### config.mk
export PLATFORM = sky130hd
export DESIGN_NAME = seq_shift_add_multiplier_flat
export DESIGN_NICKNAME = d
export VERILOG_FILES = /design/src/rtl/seq_shift_add_multiplier_if.sv /design/src/rtl/seq_shift_add_multiplier.sv /design/src/flat_wrapper.sv
export SDC_FILE = /design/constraint.sdc
export NUM_CORES = 1
export LEC_CHECK = 0
export BUFFER_PORTS_ARGS = -buffer_cell sky130_fd_sc_hd__buf_2
export CAP_MARGIN = 5
export CORE_MARGIN = 5
export CORE_UTILIZATION = 50
export CTS_BUF_LIST = sky130_fd_sc_hd__clkbuf_4
export DETAILED_ROUTE_END_ITERATION = 12
export GPL_ROUTABILITY_DRIVEN = 0
export PLACE_DENSITY = 0.7
export SLEW_MARGIN = 5
export SYNTH_ARGS = -nofsm -noshare
export SYNTH_HDL_FRONTEND = slang
export SYNTH_SLANG_ARGS = --single-unit
### constraint.sdc
create_clock -name clk -period 2.8 [get_ports clk]
set_clock_uncertainty 0.05 [all_clocks]
set_input_delay 0.84 -clock clk [delete_from_list [all_inputs] [get_ports clk]]
set_output_delay 0.84 -clock clk [all_outputs]
set_load 0.02 [all_outputs]
### src/rtl/seq_shift_add_multiplier_if.sv
// Start/done handshake bundle for seq_shift_add_multiplier.
// The master drives the operands and start, and the slave returns busy, done and product.
interface seq_shift_add_multiplier_if #(
  parameter int WIDTH = 8
);
  logic                 start;
  logic [WIDTH-1:0]     a;
  logic [WIDTH-1:0]     b;
  logic                 signed_mode;
  logic                 busy;
  logic                 done;
  logic [2*WIDTH-1:0]   product;

  modport master (
    output start, a, b, signed_mode,
    input  busy, done, product
  );

  modport slave (
    input  start, a, b, signed_mode,
    output busy, done, product
  );
endinterface

### src/rtl/seq_shift_add_multiplier.sv
// Multi-cycle shift-add multiplier that adds one partial product per clock behind a start/done handshake.
// Define SEQ_MULT_SIGNED_EN to honour signed_mode. Otherwise every operation is unsigned.
module seq_shift_add_multiplier #(
  parameter int WIDTH = 8
) (
  input logic                     clk,
  input logic                     rst,
  seq_shift_add_multiplier_if.slave bus
);

  localparam int CNT_W = $clog2(WIDTH);
  localparam logic [CNT_W-1:0] CNT_LAST = CNT_W'(WIDTH - 1);

  typedef enum logic [1:0] {
    IDLE,
    CALC,
    FIX
  } state_t;

  state_t state;
  state_t next_state;

  logic [2*WIDTH-1:0] mcand;
  logic [WIDTH-1:0]   mplier;
  logic [2*WIDTH-1:0] acc;
  logic [CNT_W-1:0]   cnt;
  logic               neg_flag;
  logic [2*WIDTH-1:0] product;
  logic               done;
  logic               busy;

  logic [WIDTH-1:0]   mag_a;
  logic [WIDTH-1:0]   mag_b;
  logic               neg_in;

`ifdef SEQ_MULT_SIGNED_EN
  // A magnitude of 2^(WIDTH-1) still fits in WIDTH unsigned bits, so the most negative operand is exact.
  assign mag_a  = (bus.signed_mode && bus.a[WIDTH-1]) ? -bus.a : bus.a;
  assign mag_b  = (bus.signed_mode && bus.b[WIDTH-1]) ? -bus.b : bus.b;
  assign neg_in = bus.signed_mode & (bus.a[WIDTH-1] ^ bus.b[WIDTH-1]);
`else
  logic unused_signed_mode;
  assign unused_signed_mode = bus.signed_mode;
  assign mag_a  = bus.a;
  assign mag_b  = bus.b;
  assign neg_in = 1'b0;
`endif

  always_ff @(posedge clk or posedge rst) begin
    if (rst) state <= IDLE;
    else     state <= next_state;
  end

  always_comb begin
    next_state = state;
    case (state)
      IDLE:    if (bus.start) next_state = CALC;
      CALC:    if (cnt == CNT_LAST) next_state = FIX;
      FIX:     next_state = IDLE;
      default: next_state = IDLE;
    endcase
  end

  always_comb begin
    busy = (state != IDLE);
  end

  always_ff @(posedge clk or posedge rst) begin
    if (rst) begin
      mcand    <= '0;
      mplier   <= '0;
      acc      <= '0;
      cnt      <= '0;
      neg_flag <= 1'b0;
      product  <= '0;
      done     <= 1'b0;
    end else begin
      done <= 1'b0;
      case (state)
        IDLE: begin
          if (bus.start) begin
            mcand    <= {{WIDTH{1'b0}}, mag_a};
            mplier   <= mag_b;
            acc      <= '0;
            cnt      <= '0;
            neg_flag <= neg_in;
          end
        end
        CALC: begin
          if (mplier[0]) acc <= acc + mcand;
          mcand  <= mcand << 1;
          mplier <= mplier >> 1;
          cnt    <= cnt + 1'b1;
        end
        FIX: begin
          product <= neg_flag ? -acc : acc;
          done    <= 1'b1;
        end
        default: ;
      endcase
    end
  end

  assign bus.busy    = busy;
  assign bus.done    = done;
  assign bus.product = product;

endmodule

### src/flat_wrapper.sv
// flat-port wrapper written by rule: the top's interface ports become plain ports
module seq_shift_add_multiplier_flat 
#(
  parameter int WIDTH = 8
)
  (clk, rst, bus_start, bus_a, bus_b, bus_signed_mode, bus_busy, bus_done, bus_product);
  seq_shift_add_multiplier_if #(.WIDTH(WIDTH)) bus_i ();
  input logic clk;
  input logic rst;
  input wire logic [$bits(bus_i.start)-1:0] bus_start;
  input wire logic [$bits(bus_i.a)-1:0] bus_a;
  input wire logic [$bits(bus_i.b)-1:0] bus_b;
  input wire logic [$bits(bus_i.signed_mode)-1:0] bus_signed_mode;
  output wire logic [$bits(bus_i.busy)-1:0] bus_busy;
  output wire logic [$bits(bus_i.done)-1:0] bus_done;
  output wire logic [$bits(bus_i.product)-1:0] bus_product;
  assign bus_i.start = bus_start;
  assign bus_i.a = bus_a;
  assign bus_i.b = bus_b;
  assign bus_i.signed_mode = bus_signed_mode;
  assign bus_busy = bus_i.busy;
  assign bus_done = bus_i.done;
  assign bus_product = bus_i.product;
  seq_shift_add_multiplier #(.WIDTH(WIDTH)) u_core (.clk(clk), .rst(rst), .bus(bus_i));
endmodule
==> flow_metrics.env <==
export IMPL_preCtsSetupSlack_ns=0.4261
export IMPL_timing_max_cap_violations=0
export IMPL_ys_dominant_reg_cell="dfrtp_1"
export IMPL_share_clk_of_total_power_pct=10.5
export IMPL_critical_path_startpoint_type="register"
export IMPL_hold_viol=0
export IMPL_cell_count_along_the_critical_path=9
export IMPL_post_dp_hpwl_um=4730
export IMPL_ff2ff_setup_slack_ns=0.36
export IMPL_tightest_slew_ns=0.7510
export IMPL_drt_iter0_drc=125
export IMPL_finalSetupViolCount=0
export IMPL_port_buffer_count=36
export IMPL_pwr_cell_area_nw_per_um2=1301
export IMPL_seq_power_share_pct=34.3
export IMPL_final_net_count=414
export IMPL_grt_ovfl_total=0
export IMPL_worstPathBufferInverterCount=1
export IMPL_synthesized_instance_count=335
export IMPL_slew_limit_headroom_pct=49.94
export IMPL_clock_tree_root_cell="clkbuf_4"
export IMPL_postCtsResizedCells=0
export IMPL_routed_via_density=5.549
export IMPL_cellLeakagePower_nw=1.676
export IMPL_category_of_cells_accounting_for_the_largest_share_of_critical_path_delay="compound AO/OA/AOI/OAI gates"
export IMPL_critical_path_max_fanout=3
export IMPL_fp_dieW_um=90.02
export IMPL_avgRoutedWirePerCell_um=14.63
export IMPL_synthToLayoutAreaGrowth_pct=12.00
export IMPL_fraction_of_layout_cells_with_a_size_suffix_above_1_pct=21.05
export IMPL_power_report_internal_total_mw=2.569
export IMPL_holdBufCountCts=0
export IMPL_placeableCoreArea_um2=6277
export IMPL_floorplan_die_area_um2=8104
export IMPL_starting_density_pct=51.01
export IMPL_final_period_utilization_pct=87.12
export IMPL_synthesis_area_per_instance_um2=9.558
export IMPL_critPathSlowestCell="dfrtp_1"
export IMPL_tritoncts_num_buffers=9
export IMPL_grt_antenna_before_repair=0
export IMPL_postLayoutCoreUtil_pct=57.13
export IMPL_postSynthRegisterBits=62
export IMPL_yosysWarnings=0
export IMPL_clockBufferDepth=2
export IMPL_cp_data_required_time_ns=3.05
export IMPL_clock_insertion_delay_worst_skew_ns=0.41
export IMPL_vias=2536
export IMPL_crit_chain="ha_1 > inv_1 > fa_1 > nor2b_1 > o2111ai_2 > a21oi_1 > o211a_1 > o21ai_0 > a32o_1"
export IMPL_worst_slack_ns=0.3607
export IMPL_power_share_combinational_pct=55.2
export IMPL_cts_tree="done"
export IMPL_boundaryPins=38
export IMPL_wirelength_um=6685
export IMPL_fmaxAchievable_mhz=410.0
export IMPL_first_global_vias=2437
export IMPL_final_setup_tns_ns=0
export IMPL_ir_drop_mv=0.7270
export IMPL_sequential_to_total_area_share_from_yosys_stat_pct=48.46
export IMPL_timing_max_transition_violations_final=0
export IMPL_min_delay_path_class="in -> async"
export IMPL_power_share_switching_pct=44.93
export IMPL_ant_nets=0
export IMPL_grt_usage_pct=17.58
export IMPL_syn_nets=373
export IMPL_inserted_diodes=0
export IMPL_detailedRoute_firstPassIterationCount=4
export IMPL_die_h_um=90.02
export IMPL_clock_sinks=62
export IMPL_synth_distinct_cells=45
export IMPL_post_cts_setup_buffer_count=0
export IMPL_r2r_end="u_core.acc[12]"
export IMPL_remaining_drc_errors=0
export IMPL_power_net_switching_mw=2.096
export IMPL_cts_htree_levels=3
export IMPL_r2r_worst_path_cells=9
export IMPL_setup_worst_path_class="reg -> reg"
export IMPL_worst_path_largest_cell_delay_ns=0.43
export IMPL_syn_area_um2=3202
export IMPL_crit_reg2reg_launch="u_core.acc[0]"
export IMPL_worst_ep_arrival_time_ns=2.69
export IMPL_post_route_min_period_ns=2.439
export IMPL_sort_of_element_at_the_end_of_the_critical_path="register"
export IMPL_rows=29
export IMPL_grt_setup_unrepaired="false"
export IMPL_async_flop_share_pct=100.0
export IMPL_grt_first_pass_wirelength_um=11570
export IMPL_cts_reportedPaths_clkPinSlew_ns=0.10
export IMPL_count_of_flip_flops_with_a_built_in_enable_after_synthesis=0
export IMPL_status="complete, no violations"
export IMPL_grt_start_max_net_pins=33
cell families (layout without fill, tap and decap cells):
kind of cell / after synthesis / count (layout) / share of synthesized area, %
multiplexers: 17 / 17 / 5.940
AND/OR/NAND/NOR: 126 / 126 / 17.12
flip-flops: 62 / 62 / 48.46
adder cells (fa/ha/maj): 18 / 18 / 7.268
buffers and inverters: 21 / 66 / 2.775
XOR/XNOR: 10 / 10 / 2.735
AO/OA/AOI/OAI: 81 / 81 / 15.71
synth_stat cells, types with 2 or more instances:
| cell | n | area share, % |
|---|---|---|
| nand2b_1 | 3 | 0.59 |
| xor2_1 | 6 | 1.6 |
| inv_1 | 7 | 0.82 |
| nand4_1 | 2 | 0.39 |
| xnor2_1 | 4 | 1.1 |
| nor3_1 | 4 | 0.63 |
| nor2b_1 | 4 | 0.78 |
| a31oi_1 | 13 | 2.5 |
| a211oi_1 | 3 | 0.70 |
| and3_1 | 2 | 0.39 |
| and2_1 | 3 | 0.59 |
| buf_2 | 2 | 0.31 |
| dfrtp_1 | 62 | 48 |
| nor2_1 | 18 | 2.1 |
| nor3b_1 | 4 | 0.94 |
| ha_1 | 17 | 6.6 |
| nand2_1 | 77 | 9.0 |
| mux2_2 | 16 | 5.6 |
| clkbuf_1 | 11 | 1.3 |
| a21o_1 | 4 | 0.94 |
| nand3_1 | 4 | 0.63 |
| o21ai_0 | 31 | 4.8 |
| a21oi_1 | 16 | 2.5 |
area by class of cell:
cell class / count / area, um^2
fillers: 557 / 2691
multi-input cells: 252 / 1562
flip-flops and latches: 62 / 1551
repair buffers: 44 / 252.7
well taps: 77 / 96.34
clock buffers: 11 / 82.58
inverters: 7 / 26.28
clock inverters: 4 / 15.01
metrics by stage:
| step | power [mW] | cell area, um^2 | cells | hold WS [ns] |
|---|---|---|---|---|
| finish | 4.666 | 3586 | 457 | 0.2619 |
| global route | 5.113 | 3586 | 457 | 0.2380 |
| CTS | 4.695 | 3586 | 457 | 0.2469 |
| detailed placement | 4.190 | 3488 | 442 | 0.4405 |
| global placement | 4.094 | 3488 | 442 | 0.4337 |
| floorplan | 3.530 | 3202 | 335 | 0.4163 |
sequential cells by signal (all words and copies together) (netlist names):
name	count
u_core.state	2
u_core.mplier	8
u_core.bus.done	1
u_core.cnt	3
u_core.acc	16
u_core.mcand	16
u_core.bus.product	16
worst register-to-register path, stage by stage, from the launching register on:
cell,delay [ns]
dfrtp_1,0.43
ha_1,0.21
inv_1,0.06
fa_1,0.37
nor2b_1,0.25
o2111ai_2,0.16
a21oi_1,0.26
o211a_1,0.21
o21ai_0,0.07
a32o_1,0.27
metal layers:
| layer | global-route usage, % | up-vias | share of wire, % |
|---|---|---|---|
| li1 | - | 1252 | - |
| met1 | 23.72 | 1213 | 48 |
| met2 | 25.73 | 54 | 45 |
| met3 | 5.008 | 17 | 4.5 |
| met4 | 8.933 | 0 | 2.6 |
| met5 | 0 | - | 0 |
power by group through the flow:
stage / Clock, mW / Sequential [mW] / Combinational, mW
after floorplan: 0 / 1.67 / 1.86
after global placement: 0 / 1.60 / 2.49
final: 0.489 / 1.60 / 2.57
after CTS: 0.503 / 1.60 / 2.59
after global routing: 0.545 / 1.66 / 2.91
after detailed placement: 0 / 1.62 / 2.57
layout by cell type (no fill, tap or decap), types with 2 or more instances in the layout:
cell type  netlist  final
a211oi_1         3      3
a21o_1           4      4
a21oi_1         16     16
a31oi_1         13     13
and2_1           3      3
and3_1           2      2
buf_2            2     36
buf_4            0      7
clkbuf_4         0     11
clkinv_1         0      4
dfrtp_1         62     62
ha_1            17     17
inv_1            7      6
mux2_2          16     16
nand2_1         77     77
nand2b_1         3      3
nand3_1          4      4
nand4_1          2      2
nor2_1          18     18
nor2b_1          4      4
nor3_1           4      4
nor3b_1          4      4
o21ai_0         31     31
xnor2_1          4      4
xor2_1           6      6
how the worst max path moves through the flow:
stage	startpoint	end	slack (ns)
after global routing	u_core.acc[0]	u_core.acc[12]	0.23
after global placement	u_core.acc[0]	u_core.acc[12]	0.45
after CTS	u_core.acc[0]	u_core.acc[12]	0.39
after floorplan	rst	u_core.acc[0]	0.37
after detailed placement	u_core.acc[0]	u_core.acc[12]	0.43
final	u_core.acc[0]	u_core.acc[12]	0.36
No activity file was read; power rests on OpenSTA's default activity.
